**src/rtl/pong_paddle_ctrl.sv**
```systemverilog
// pong_paddle_ctrl: key sync/debounce and per-frame paddle position integration for two players.
// Optional PADDLE_ACCEL_EN doubles the step after a paddle is held in one direction for 15 ticks.
module pong_paddle_ctrl #(
  parameter int DEB_CYCLES   = 250000,
  parameter int FRAME_CYCLES = 420000,
  parameter int STEP         = 4,
  parameter int PADDLE_H     = 80,
  parameter int Y_MAX        = 480,
  parameter int Y_INIT       = 200
) (
  input  logic       vga_clk,
  input  logic       sys_rst,
  input  logic [1:0] key0,
  input  logic [1:0] key1,
  output logic [3:0] key_db,
  output logic [9:0] paddle0_y,
  output logic [9:0] paddle1_y,
  output logic       frame_tick,
  output logic [1:0] paddle_moved
);
  localparam int DW = $clog2(DEB_CYCLES) + 1;
  localparam int FW = $clog2(FRAME_CYCLES) + 1;
  localparam logic [10:0] Y_LIM = 11'(Y_MAX - PADDLE_H);
  typedef enum logic [1:0] {IDLE, UP, DOWN} state_t;
  logic [3:0]    r_sync1, r_sync2, r_key_db;
  logic [DW-1:0] r_deb_cnt [4];
  logic [FW-1:0] r_fcnt, w_fcnt_nxt;
  logic          r_tick;
  logic [9:0]    w_y [2];
  logic [1:0]    w_moved;
  always_ff @(posedge vga_clk) begin
    if (sys_rst) begin
      r_sync1  <= '1;
      r_sync2  <= '1;
      r_key_db <= '1;
      for (int i = 0; i < 4; i++) r_deb_cnt[i] <= '0;
    end else begin
      r_sync1 <= {key1, key0};
      r_sync2 <= r_sync1;
      for (int i = 0; i < 4; i++)
        if (r_sync2[i] == r_key_db[i]) r_deb_cnt[i] <= '0;
        else if (r_deb_cnt[i] == DW'(DEB_CYCLES - 1)) begin
          r_key_db[i]  <= r_sync2[i];
          r_deb_cnt[i] <= '0;
        end else r_deb_cnt[i] <= r_deb_cnt[i] + 1'b1;
    end
  end
  assign w_fcnt_nxt = (r_fcnt == FW'(FRAME_CYCLES - 1)) ? '0 : r_fcnt + 1'b1;
  // tick is registered one cycle ahead so it is high exactly while the count is at its last value
  always_ff @(posedge vga_clk) begin
    if (sys_rst) begin
      r_fcnt <= '0;
      r_tick <= 1'b0;
    end else begin
      r_fcnt <= w_fcnt_nxt;
      r_tick <= (w_fcnt_nxt == FW'(FRAME_CYCLES - 1));
    end
  end
  for (genvar p = 0; p < 2; p++) begin : g_pad
    state_t      r_state, w_next;
    logic [9:0]  r_y;
    logic        r_moved, w_up, w_dn;
    logic [10:0] w_step, w_y11, w_y_nxt;
    assign w_up   = ~r_key_db[2*p];
    assign w_dn   = ~r_key_db[2*p+1];
    assign w_next = (w_up && !w_dn) ? UP : (w_dn && !w_up) ? DOWN : IDLE;
`ifdef PADDLE_ACCEL_EN
    logic [3:0] r_hold, w_hold_nxt;
    assign w_hold_nxt = (w_next != IDLE && w_next == r_state) ? ((r_hold == 4'd15) ? 4'd15 : r_hold + 4'd1) : 4'd0;
    assign w_step     = (w_hold_nxt == 4'd15) ? 11'(2 * STEP) : 11'(STEP);
    always_ff @(posedge vga_clk) begin
      if (sys_rst) r_hold <= 4'd0;
      else if (r_tick) r_hold <= w_hold_nxt;
    end
`else
    assign w_step = 11'(STEP);
`endif
    assign w_y11   = {1'b0, r_y};
    assign w_y_nxt = (w_next == UP)   ? ((w_y11 < w_step) ? 11'd0 : w_y11 - w_step) :
                     (w_next == DOWN) ? ((w_y11 + w_step > Y_LIM) ? Y_LIM : w_y11 + w_step) : w_y11;
    always_ff @(posedge vga_clk) begin
      if (sys_rst) begin
        r_state <= IDLE;
        r_y     <= 10'(Y_INIT);
        r_moved <= 1'b0;
      end else begin
        r_moved <= r_tick && (w_y_nxt[9:0] != r_y);
        if (r_tick) begin
          r_state <= w_next;
          r_y     <= w_y_nxt[9:0];
        end
      end
    end
    assign w_y[p]     = r_y;
    assign w_moved[p] = r_moved;
  end
  assign key_db       = r_key_db;
  assign paddle0_y    = w_y[0];
  assign paddle1_y    = w_y[1];
  assign frame_tick   = r_tick;
  assign paddle_moved = w_moved;
endmodule
```
**config.mk**
```make
export PLATFORM = sky130hd
export DESIGN_NAME = pong_paddle_ctrl
export DESIGN_NICKNAME = d
export VERILOG_FILES = /design/src/rtl/pong_paddle_ctrl.sv
export SDC_FILE = /design/constraint.sdc
export NUM_CORES = 1
export LEC_CHECK = 0
export BUFFER_PORTS_ARGS = -buffer_cell sky130_fd_sc_hd__buf_2
export CORE_MARGIN = 2
export CORE_UTILIZATION = 60
export DETAILED_ROUTE_END_ITERATION = 8
export HOLD_SLACK_MARGIN = 0.1
export PLACE_DENSITY = 0.9
export SLEW_MARGIN = 20
export SYNTH_ARGS = -nofsm -noshare
export SYNTH_HDL_FRONTEND = slang
export SYNTH_SLANG_ARGS = --single-unit
```
**constraint.sdc**
```tcl
create_clock -name vga_clk -period 3.05 [get_ports vga_clk]
set_clock_uncertainty 0.2 [all_clocks]
set_input_delay 0.4575 -clock vga_clk [delete_from_list [all_inputs] [get_ports vga_clk]]
set_output_delay 0.4575 -clock vga_clk [all_outputs]
set_load 0.01 [all_outputs]
```
==> results of run 1 <==
-- power by group through the flow --
| stage | Combinational, mW | Sequential (mW) | Clock [mW] |
|---|---|---|---|
| final | 0.131 | 1.98 | 1.90 |
| after global routing | 0.150 | 1.99 | 1.99 |
| after CTS | 0.129 | 1.98 | 1.93 |
| after detailed placement | 0.123 | 2.01 | 0 |
| after global placement | 0.120 | 2.01 | 0 |
| after floorplan | 0.102 | 2.00 | 0 |
-- sequential cells by signal (all words and copies together), names as in the netlist --
signal / cells
frame_tick: 1
g_pad.r_moved: 2
key_db: 4
paddle0_y: 10
paddle1_y: 10
r_deb_cnt: 76
r_fcnt: 20
r_sync1: 4
r_sync2: 4
-- cells by family (layout without fill, tap and decap cells) --
family                     Yosys count  count (layout)
DFF                                131             131
adders and majority gates           12              12
muxes                                6               6
AOI/OAI and AO/OA                  147             147
buffers and inverters               73             104
xor gates and xnor gates            81              81
other                                1              76
and+or+nand+nor                    404             404
-- area by class of cell --
cell class | count | area share [%]
Clock buffer | 21 | 5.439
Clock inverter | 11 | 0.9522
Inverter | 25 | 1.082
Multi-Input combinational cell | 726 | 47.83
Sequential cell | 131 | 39.01
Tap cell | 168 | 2.424
Timing Repair Buffer | 47 | 3.261
-- worst max-delay path, cell delays in order, from the launching register on --
cell	delay, ns
dfxtp_1	0.53
ha_1	0.46
nand2b_1	0.10
o21ai_1	0.12
a31oi_1	0.14
or3_1	0.49
nand2_1	0.18
a41oi_1	0.13
o221a_1	0.26
-- what timing repair did --
| action | CTS | global route |
|---|---|---|
| setup endpoints to repair | 0 | 0 |
| hold endpoints to repair | 4 | 0 |
| hold buffers | 4 | 0 |
| gates resized for setup | 0 | 0 |
-- per-stage QoR --
| stage | setup slack, ns | instance area, um2 | cells | hold WS [ns] |
|---|---|---|---|---|
| after floorplan | 0.6458 | 7833 | 930 | 0.1895 |
| after global placement | 0.4498 | 8078 | 1093 | 0.1927 |
| after detailed placement | 0.3798 | 8078 | 1093 | 0.1964 |
| after CTS | 0.3490 | 8672 | 1129 | 0.2083 |
| after global routing | 0.1431 | 8672 | 1129 | 0.2271 |
| final | 0.3069 | 8672 | 1129 | 0.2047 |
-- metal layers --
metal,part of all wire (%),vias to the layer above,track usage [%]
met5,0,-,0
met4,2.3,0,11.75
met3,6.7,37,6.383
met2,47,213,39.10
met1,44,2930,31.01
li1,-,3180,-
-- worst paths after layout --
kind | slack [ns] | cells after the start | start | end
setup / recovery | 0.31 | 8 | paddle1_y[3] | paddle1_y[8]
hold reg to reg | 0.20 | 1 | r_sync1[3] | r_sync2[3]
setup reg to reg | 0.31 | 8 | paddle1_y[3] | paddle1_y[8]
hold / removal | 0.20 | 1 | r_sync1[3] | r_sync2[3]
-- placed cells by master, fill, tap and decap left out, drive strengths merged, types with 26 or more instances in the layout --
master / n
a21oi: 39
buf: 43
conb: 76
dfxtp: 55
edfxtp: 76
inv: 26
nand2: 74
nand3: 48
nor2: 126
nor3: 34
o21ai: 43
xnor2: 38
xor2: 43
==> impl_results.rst, run 1 <==
.. list-table::
   :header-rows: 1

   * - Metric
     - Value
   * - RSZ-0062 raised after global routing
     - no
   * - Residual DRC count
     - 0
   * - Die area
     - 0.01350 mm2
   * - Crit path launch type
     - flop
   * - Yosys reg bits
     - 131
   * - DRT iter0 DRCs
     - 435
   * - Placed wire-length estimate after detailed placement
     - 10.74 mm
   * - Sequential cell fraction of total power
     - 49.4%
   * - Leak Pwr
     - 3.089 nW
   * - Period utilisation layout
     - 89.94%
   * - Standard-cell row count
     - 40
   * - Xor/xnor share of the synthesized area
     - 9.395%
   * - Top-Level Pins
     - 33
   * - Maximum number of pins on one net before global-route repair
     - 22
   * - Clock transition at the register clock pins on the worst setup and hold paths after CTS
     - 0.06 ns
   * - Status
     - finished clean
   * - Class of the most critical hold timing path
     - reg -> reg
   * - # Max-Cap Violations
     - 0
   * - Adder-Cell Fraction of Synth Area
     - 1.955%
   * - Total count of max-transition violations in the final report
     - 0
   * - Number of buffers on the longest clock path
     - 2
   * - Via/cell ratio
     - 5.633
   * - Clock net sink count
     - 131
   * - Maximum VDD drop
     - 0.0003057 V
   * - Final Hold Vio Count
     - 0
   * - Area of the placeable core
     - 0.01216 mm2
   * - PortBufs
     - 32
   * - Number of antenna violations at the first check in global routing
     - 0
   * - Dominant cell by count in the synthesized netlist
     - nor2_1
   * - Fraction of layout instances using a drive strength above 1
     - 9.677%
   * - Total GRT Usage
     - 24.41%
   * - Post-CTS setup buffer count
     - 0
   * - Internal Pwr Total
     - 3.152 mW
   * - Cell at the root of the clock tree
     - clkbuf_16
   * - Relative contribution of combinational cells to total power
     - 3.3%
   * - Count of fill cells added during filler insertion
     - 920
   * - Area growth from synthesis to layout
     - 14.85%
   * - Wire length per cell after detailed routing
     - 13.95 um
   * - Warnings from Yosys
     - 0
   * - Number of antenna cells inserted
     - 0
   * - Dominant combinational cell family by area after synthesis
     - simple AND/OR/NAND/NOR gates
   * - GPL Wtd Cong
     - 0.9681
   * - Number of distinct standard cells referenced by the synthesized netlist
     - 72
   * - Endpoints failing setup
     - 0
   * - Worst slew pin tran
     - 0.7381 ns
   * - Fraction of the mapped netlist area in simple logic gates
     - 26.51%
   * - Post-synthesis average cell area
     - 8.832 um2
   * - Die Wd
     - 116.2 um
   * - Async set-or-reset flop fraction in the synthesized netlist
     - 0%
   * - Fraction of synthesized cell area taken by the top area cell type
     - 30.22%
   * - Most instantiated cells after synthesis
     - nor2_1, edfxtp_1, nand2_1
   * - Worst Setup Path Type
     - reg -> reg
   * - Cells taking the most area after synthesis
     - edfxtp_1, dfxtp_1, nor2_1
   * - Count of H-tree levels built during CTS
     - 4
   * - Starting density of the core
     - 62.09%
   * - Required time of the critical path
     - 3.16 ns
   * - Compound-gate portion of the synthesized area
     - 12.49%
   * - Combined flip-flop and latch cell area
     - 0.003383 mm2
   * - Power per cell area
     - 461.8 mW/mm2
   * - Multi-input gate area in the final layout
     - 0.004148 mm2
   * - Total chip power
     - 4.005 mW
   * - Cell area after synthesis
     - 0.007551 mm2
   * - Type of element capturing the critical path
     - flop
   * - Latest clock arrival within the worst-skew pair
     - 0.42 ns
   * - Portion of netlist area occupied by mux cells
     - 0.7954%
   * - Clock tree from TritonCTS
     - built
   * - Core Util, Final
     - 71.31%
   * - Die height
     - 116.2 um
   * - Headroom to the max-slew limit
     - 50.38%
   * - Fmax
     - 364.5 MHz
   * - First-pass GRT wire length
     - 26.21 mm
   * - Switching Fraction
     - 21.30%
   * - Total vias in the final route
     - 6360
   * - Switching power
     - 0.8528 mW
   * - Post-route setup TNS
     - 0 ns
   * - Top FF cell, synth
     - edfxtp_1
   * - Cell type with the largest total area after synthesis
     - edfxtp_1
   * - Drt first pass iters
     - 5
   * - Clock period minus final worst setup slack
     - 2.743 ns
   * - Max FO, Critical Path
     - 11
   * - Total length of routed wires
     - 15.75 mm
   * - Data arrival time of the critical path
     - 2.85 ns
   * - Number of nets with antenna violations after detailed routing
     - 0
   * - Power share of the clock group
     - 47.3%
   * - Number of global-route vias before repair
     - 5861
   * - Number of buffers created by CTS
     - 17
   * - Synthesized instance count
     - 855
   * - Count of flip-flops with a built-in enable after synthesis
     - 76
   * - Sequential-to-total area share from yosys stat
     - 44.81%
   * - Final net count
     - 965
   * - Global route total overflow
     - 0
No activity file was read; power rests on OpenSTA's default activity.
==> inputs of run 2 (changes only) <==
--- a/config.mk
+++ b/config.mk
@@ -8,7 +8,9 @@
 export BUFFER_PORTS_ARGS = -buffer_cell sky130_fd_sc_hd__buf_2
 export CORE_MARGIN = 2
 export CORE_UTILIZATION = 60
+export CTS_CLUSTER_SIZE = 10
 export DETAILED_ROUTE_END_ITERATION = 8
+export GPL_TIMING_DRIVEN = 0
 export HOLD_SLACK_MARGIN = 0.1
 export PLACE_DENSITY = 0.9
 export SLEW_MARGIN = 20
==> impl_results.rst, run 2 (synthesis gave the netlist of run 1 again) <==
.. list-table::
   :header-rows: 1

   * - Metric
     - Value
   * - Wire length per cell after detailed routing
     - 13.97 um (was 13.95 um)
   * - R2R setup slack
     - 0.21 ns (was 0.31 ns)
   * - Largest incremental delay on the critical path
     - 0.42 ns (was 0.53 ns)
   * - Total vias in the final route
     - 6550 (was 6360)
   * - Fraction of layout instances using a drive strength above 1
     - 9.920% (was 9.677%)
   * - Cell at the root of the clock tree
     - clkbuf_16 (unchanged)
   * - Leak Pwr
     - 3.141 nW (was 3.089 nW)
   * - Crit path cell chain
     - ha_1, nand3_1, or4_1, nor3_1, or3_1, clkbuf_1, buf_2, nor2_1 (was ha_1, nand2b_1, o21ai_1, a31oi_1, or3_1, nand2_1, a41oi_1, o221a_1)
   * - Required time of the critical path
     - 3.02 ns (was 3.16 ns)
   * - Cell total after placement
     - 1130 (was 1093)
   * - Clock net sink count
     - 131 (unchanged)
   * - Worst hold path cell count
     - 1 (unchanged)
   * - Register containing the most flip-flops in the final layout
     - r_deb_cnt (unchanged)
   * - Fmax
     - 352.4 MHz (was 364.5 MHz)
   * - Standard-cell row count
     - 40 (unchanged)
   * - Data arrival time of the critical path
     - 2.80 ns (was 2.85 ns)
   * - Total GRT Usage
     - 25.59% (was 24.41%)
   * - Flip-flop count of the largest register, all copies and words added
     - 76 (unchanged)
   * - Crit path launch type
     - flop (unchanged)
   * - Endpoints failing setup
     - 0 (unchanged)
   * - Most frequent cells in the layout
     - nor2_1, edfxtp_1, conb_1 (unchanged)
   * - Number of buffers created by CTS
     - 17 (unchanged)
   * - R2R cell count
     - 8 (unchanged)
   * - First-pass GRT wire length
     - 27.34 mm (was 26.21 mm)
   * - Post-route setup TNS
     - 0 ns (unchanged)
   * - Placed wire-length estimate after detailed placement
     - 11.51 mm (was 10.74 mm)
   * - Number of antenna violations at the first check in global routing
     - 0 (unchanged)
   * - Total routed wire length on the met1 layer
     - 7.146 mm (was 6.961 mm)
   * - Destination of the worst hold path
     - r_sync2[3] (unchanged)
   * - Die Wd
     - 116.2 um (unchanged)
   * - DRT iter0 DRCs
     - 638 (was 435)
   * - Worst slew pin tran
     - 0.6386 ns (was 0.7381 ns)
   * - Class of the most critical hold timing path
     - reg -> reg (unchanged)
   * - Hold_ws
     - 0.2077 ns (was 0.2047 ns)
   * - # Max-Cap Violations
     - 0 (unchanged)
   * - Number of global-route vias before repair
     - 6142 (was 5861)
   * - Final Hold Vio Count
     - 0 (unchanged)
   * - Worst Setup Path Type
     - reg -> reg (unchanged)
   * - Clock period minus final worst setup slack
     - 2.838 ns (was 2.743 ns)
   * - Residual DRC count
     - 0 (unchanged)
   * - Global route total overflow
     - 0 (unchanged)
   * - GPL Wtd Cong
     - 0.9446 (was 0.9681)
   * - Status
     - finished clean (unchanged)
   * - Area growth from synthesis to layout
     - 16.82% (was 14.85%)
   * - Crit-path slowest cell
     - or4_1 (was dfxtp_1)
   * - Number of standard cells in the final layout excluding fillers
     - 1166 (was 1129)
   * - Die area
     - 0.01350 mm2 (unchanged)
   * - Total count of max-transition violations in the final report
     - 0 (unchanged)
   * - Number of nets with antenna violations after detailed routing
     - 0 (unchanged)
   * - DR WL met2
     - 7.916 mm (was 7.374 mm)
   * - Maximum number of pins on one net before global-route repair
     - 17 (was 22)
   * - Startpoint of the worst hold path
     - r_sync1[3] (unchanged)
   * - Top-Level Pins
     - 33 (unchanged)
   * - Top flop regs
     - r_deb_cnt x76, r_fcnt x20 (unchanged)
   * - Max FO, Critical Path
     - 10 (was 11)
   * - Starting density of the core
     - 62.09% (unchanged)
   * - Headroom to the max-slew limit
     - 57.07% (was 50.38%)
   * - Clock tree from TritonCTS
     - built (unchanged)
   * - Total length of routed wires
     - 16.29 mm (was 15.75 mm)
   * - Area of the placeable core
     - 0.01216 mm2 (unchanged)
   * - Drt first pass iters
     - 6 (was 5)
   * - Met3 wire length
     - 837 um (was 1.051 mm)
   * - Critical R2R Capture
     - r_deb_cnt[3][8] (was paddle1_y[8])
   * - Final net count
     - 1002 (was 965)
   * - Maximum VDD drop
     - 0.0004619 V (was 0.0003057 V)
   * - Clock transition at the register clock pins on the worst setup and hold paths after CTS
     - 0.06 ns (about the same)
   * - RSZ-0062 raised after global routing
     - no (unchanged)
   * - Most common library cell in the layout ignoring fill and taps
     - nor2_1 (unchanged)
   * - Number of antenna cells inserted
     - 0 (unchanged)
   * - PortBufs
     - 32 (unchanged)
   * - Latest clock arrival within the worst-skew pair
     - 0.42 ns (about the same)
   * - Number of buffers on the longest clock path
     - 2 (unchanged)
   * - Power per cell area
     - 460.9 mW/mm2 (was 461.8 mW/mm2)
   * - Type of element capturing the critical path
     - flop (unchanged)
   * - Count of H-tree levels built during CTS
     - 4 (unchanged)
   * - Via/cell ratio
     - 5.617 (was 5.633)
   * - Period utilisation layout
     - 93.04% (was 89.94%)
   * - Worst flop-to-flop path startpoint
     - r_deb_cnt[3][0] (was paddle1_y[3])
   * - Die height
     - 116.2 um (unchanged)
   * - Top Metal Used
     - met4 (unchanged)
## run 2: per-layer routing
metal | track usage [%] | vias to the layer above
met5 | 0 | -
met4 | 10.16 | 0
met3 | 5.708 | 37
met2 | 43.98 | 215
met1 | 31.44 | 3034
li1 | - | 3264
## run 2: worst max-delay path by stage
| stage | start | to | slack [ns] | depth (start not counted) |
|---|---|---|---|---|
| finish | r_deb_cnt[3][0] | r_deb_cnt[3][8] | 0.21 | 8 |
| global route | r_deb_cnt[3][0] | r_deb_cnt[3][8] | 0.007 | 8 |
| CTS | r_deb_cnt[0][11] | r_deb_cnt[0][1] | 0.14 | 7 |
| detailed placement | r_deb_cnt[3][0] | r_deb_cnt[3][15] | 0.22 | 8 |
| global placement | r_deb_cnt[3][0] | r_deb_cnt[3][7] | 0.27 | 8 |
| floorplan | r_deb_cnt[3][0] | r_deb_cnt[3][10] | 0.65 | 8 |
## run 2: final cells by class
type | count | area (um2)
clock inverters | 14 | 126.4
repair buffers | 36 | 200.2
clock buffers | 18 | 450.4
fillers | 926 | 3341
well taps | 168 | 210.2
multi-input cells | 726 | 4148
plain buffers | 48 | 209.0
inverters | 25 | 93.84
flip-flops and latches | 131 | 3383
## run 2: repair_timing
item / 4_1_cts / 5_1_grt
endpoints found under the setup margin: 0 / 10
hold endpoints to repair: 4 / 0
setup buffers: 0 / 0
gates resized for setup: 0 / 1
hold buffers: 4 / 0
## run 2: metrics by stage
stage,power (mW),util [%],cell area [um2],setup slack (ns)
global route,4.209,72.53,8821,0.006760
CTS,4.094,72.52,8820,0.1404
global placement,2.134,67.45,8203,0.2748
finish,4.066,72.53,8821,0.2122
detailed placement,2.139,67.45,8203,0.2250
floorplan,2.099,-,7833,0.6458
## run 2: power breakdown
group | internal (mW) | switching (mW)
clock | 1.17 | 0.777
sequential | 1.92 | 0.0501
combinational | 0.0541 | 0.0868
total | 3.15 | 0.914
## run 2: critical path: cells and delay by family (launching register included)
kind	cells	cell delay, ns
simple gates	5	1.09
flops	1	0.40
fa+ha+maj	1	0.20
buf+inv	2	0.69
==> inputs of run 3 (changes only) <==
--- a/config.mk
+++ b/config.mk
@@ -7,12 +7,12 @@
 export LEC_CHECK = 0
 export BUFFER_PORTS_ARGS = -buffer_cell sky130_fd_sc_hd__buf_2
 export CORE_MARGIN = 2
-export CORE_UTILIZATION = 60
+export CORE_UTILIZATION = 56
 export CTS_CLUSTER_SIZE = 10
 export DETAILED_ROUTE_END_ITERATION = 8
 export GPL_TIMING_DRIVEN = 0
 export HOLD_SLACK_MARGIN = 0.1
-export PLACE_DENSITY = 0.9
+export PLACE_DENSITY = 0.88
 export SLEW_MARGIN = 20
 export SYNTH_ARGS = -nofsm -noshare
 export SYNTH_HDL_FRONTEND = slang
==> constraint.sdc (replaced) <==
create_clock -name vga_clk -period 2.5 [get_ports vga_clk]
set_clock_uncertainty 0.2 [all_clocks]
set_input_delay 0.375 -clock vga_clk [delete_from_list [all_inputs] [get_ports vga_clk]]
set_output_delay 0.375 -clock vga_clk [all_outputs]
set_load 0.01 [all_outputs]
==> impl_results.rst, run 3 (synthesis gave the netlist of run 1 again) <==
.. list-table::
   :header-rows: 1

   * - Metric
     - Value
   * - Cell at the root of the clock tree
     - clkbuf_16 (unchanged)
   * - Fmax
     - 368.2 MHz (was 352.4 MHz)
   * - Area of the placeable core
     - 0.01319 mm2 (was 0.01216 mm2)
   * - Number of nets with antenna violations after detailed routing
     - 0 (unchanged)
   * - Max FO, Critical Path
     - 10 (unchanged)
   * - Flip-flop count of the largest register, all copies and words added
     - 76 (unchanged)
   * - Total vias in the final route
     - 6753 (was 6550)
   * - Clock period minus final worst setup slack
     - 2.716 ns (was 2.838 ns)
   * - Clock transition at the register clock pins on the worst setup and hold paths after CTS
     - 0.06 ns (about the same)
   * - Via/cell ratio
     - 5.728 (was 5.617)
   * - Worst Setup Path Type
     - reg -> reg (unchanged)
   * - Required time of the critical path
     - 2.59 ns (was 3.02 ns)
   * - Total count of max-transition violations in the final report
     - 0 (unchanged)
   * - Starting density of the core
     - 57.25% (was 62.09%)
   * - Period utilisation layout
     - 108.6% (was 93.04%)
   * - Worst flop-to-flop path startpoint
     - key_db[3] (was r_deb_cnt[3][0])
   * - Headroom to the max-slew limit
     - 56.05% (was 57.07%)
   * - Core Util, Final
     - 69.67% (was 72.53%)
   * - Area growth from synthesis to layout
     - 21.71% (was 16.82%)
   * - Post-route setup TNS
     - -0.2654 ns (was 0 ns)
   * - Number of buffers created by CTS
     - 17 (unchanged)
   * - Endpoints failing setup
     - 3 (was 0)
   * - # Max-Cap Violations
     - 0 (unchanged)
   * - Number of antenna cells inserted
     - 0 (unchanged)
   * - Most frequent cells in the layout
     - nor2_1, edfxtp_1, conb_1 (unchanged)
   * - Total chip power
     - 5.074 mW (was 4.066 mW)
   * - Crit-path slowest cell
     - clkbuf_1 (was or4_1)
   * - Leak Pwr
     - 3.233 nW (was 3.141 nW)
   * - Wire length per cell after detailed routing
     - 14.87 um (was 13.97 um)
   * - Final instance area
     - 0.009190 mm2 (was 0.008821 mm2)
   * - Maximum number of pins on one net before global-route repair
     - 17 (unchanged)
   * - Die Wd
     - 120.1 um (was 116.2 um)
   * - Total GRT Usage
     - 23.44% (was 25.59%)
   * - Largest incremental delay on the critical path
     - 0.44 ns (was 0.42 ns)
   * - Fraction of layout instances using a drive strength above 1
     - 14.56% (was 9.920%)
   * - Class of the most critical hold timing path
     - reg -> reg (unchanged)
   * - Violations in the final reports
     - negative setup slack
   * - Bufs and invs on worst path
     - 2 (unchanged)
   * - Crit path launch type
     - flop (unchanged)
   * - Worst setup margin
     - -0.2160 ns (was 0.2122 ns)
   * - Latest clock arrival within the worst-skew pair
     - 0.42 ns (about the same)
   * - Total length of routed wires
     - 17.53 mm (was 16.29 mm)
   * - Worst slew pin tran
     - 0.6592 ns (was 0.6386 ns)
   * - Clock tree from TritonCTS
     - built (unchanged)
   * - Cell total after placement
     - 1138 (was 1130)
   * - Placed wire-length estimate after detailed placement
     - 11.51 mm (about the same)
   * - Final Hold Vio Count
     - 0 (unchanged)
   * - Most common library cell in the layout ignoring fill and taps
     - nor2_1 (unchanged)
   * - Crit path cell chain
     - clkbuf_1, nor2b_1, clkbuf_1, o21ai_0, nor4_1, a311oi_1, nor3_1, a31oi_4 (was ha_1, nand3_1, or4_1, nor3_1, or3_1, clkbuf_1, buf_2, nor2_1)
   * - DRT iter0 DRCs
     - 896 (was 638)
   * - Number of standard cells in the final layout excluding fillers
     - 1179 (was 1166)
   * - GPL Wtd Cong
     - 0.9268 (was 0.9446)
   * - Hold_ws
     - 0.2075 ns (was 0.2077 ns)
   * - Register containing the most flip-flops in the final layout
     - r_deb_cnt (unchanged)
   * - Data arrival time of the critical path
     - 2.80 ns (about the same)
   * - CP top delay family
     - simple AND/OR/NAND/NOR gates (unchanged)
   * - Residual DRC count
     - 0 (unchanged)
   * - Number of global-route vias before repair
     - 6070 (was 6142)
   * - Count of H-tree levels built during CTS
     - 4 (unchanged)
   * - Standard-cell row count
     - 42 (was 40)
   * - Clock net sink count
     - 131 (unchanged)
   * - Top flop regs
     - r_deb_cnt x76, r_fcnt x20 (unchanged)
   * - Number of buffers on the longest clock path
     - 2 (unchanged)
   * - Global route total overflow
     - 0 (unchanged)
   * - Startpoint of the worst hold path
     - r_sync1[2] (was r_sync1[3])
   * - Type of element capturing the critical path
     - flop (unchanged)
   * - Number of antenna violations at the first check in global routing
     - 0 (unchanged)
   * - Cell repeated most along the worst path
     - clkbuf_1
   * - Die height
     - 120.1 um (was 116.2 um)
   * - PortBufs
     - 32 (unchanged)
   * - Crit path launch
     - key_db[3] (was r_deb_cnt[3][0])
   * - Top-Level Pins
     - 33 (unchanged)
   * - Status
     - complete, but fails checks (was finished clean)
   * - First-pass GRT wire length
     - 27.29 mm (was 27.34 mm)
   * - Final net count
     - 1007 (was 1002)
   * - Pre-CTS WS
     - -0.2992 ns (was 0.2250 ns)
   * - Instance area at placement
     - 0.008213 mm2 (was 0.008203 mm2)
   * - Drt first pass iters
     - 7 (was 6)
   * - Maximum VDD drop
     - 0.0004859 V (was 0.0004619 V)
   * - Power per cell area
     - 552.1 mW/mm2 (was 460.9 mW/mm2)
   * - Die area
     - 0.01443 mm2 (was 0.01350 mm2)
[run 3: changes by cell type in the layout (fill, tap and decap cells not counted), moves of 4 or more]
cell      change
buf_4         +9
ha_1          -4
nor2_2        +4
clkbuf_1      -5
or3_1         -4
dfxtp_1       -4
or3_4         +4
nor2_1        -5
[run 3: final cells by class]
| type | instances | area [um2] |
|---|---|---|
| repair buffers | 45 | 267.8 |
| well taps | 176 | 220.2 |
| multi-input cells | 727 | 4392 |
| plain buffers | 43 | 225.2 |
| clock inverters | 10 | 102.6 |
| inverters | 25 | 93.84 |
| flip-flops and latches | 131 | 3393 |
| clock buffers | 22 | 495.5 |
| fillers | 983 | 4000 |
[run 3: report_power, final]
group          total [mW]  internal (mW)  switching (mW)
clock network        2.49           1.59           0.901
registers            2.41           2.34          0.0633
logic               0.175         0.0689           0.106
total                5.07           4.00            1.07
[run 3: final timing paths]
| path | slack, ns | endpoint | cells past startpoint |
|---|---|---|---|
| setup / recovery | -0.22 | g_pad[1].r_moved | 8 |
| setup reg to reg | -0.22 | g_pad[1].r_moved | 8 |
| hold reg to reg | 0.21 | r_sync2[2] | 1 |
| hold / removal | 0.21 | r_sync2[2] | 1 |
[run 3: per-layer routing]
metal,GRT usage [%],vias to the layer above,share of wire (%)
met4,11.25,0,4.2
li1,-,3278,-
met5,0,-,0
met2,39.03,299,47
met3,4.705,85,6.4
met1,29.15,3091,42
[run 3: timing repair]
item                                   in CTS  in global routing
hold buffers                                4                  0
resized for setup                          15                 53
endpoints found under the hold margin       4                  0
pin swaps                                   2                  9
buffers inserted                            0                  9
cloned                                      0                  1
setup endpoints to repair                  57                 54
[run 3: worst register-to-register path: cells and delay by family (launching register included)]
family | cells | cell delay [ns]
AOI/OAI and AO/OA | 3 | 0.47
buffers and inverters | 2 | 0.68
DFF | 1 | 0.30
and+or+nand+nor | 3 | 0.94
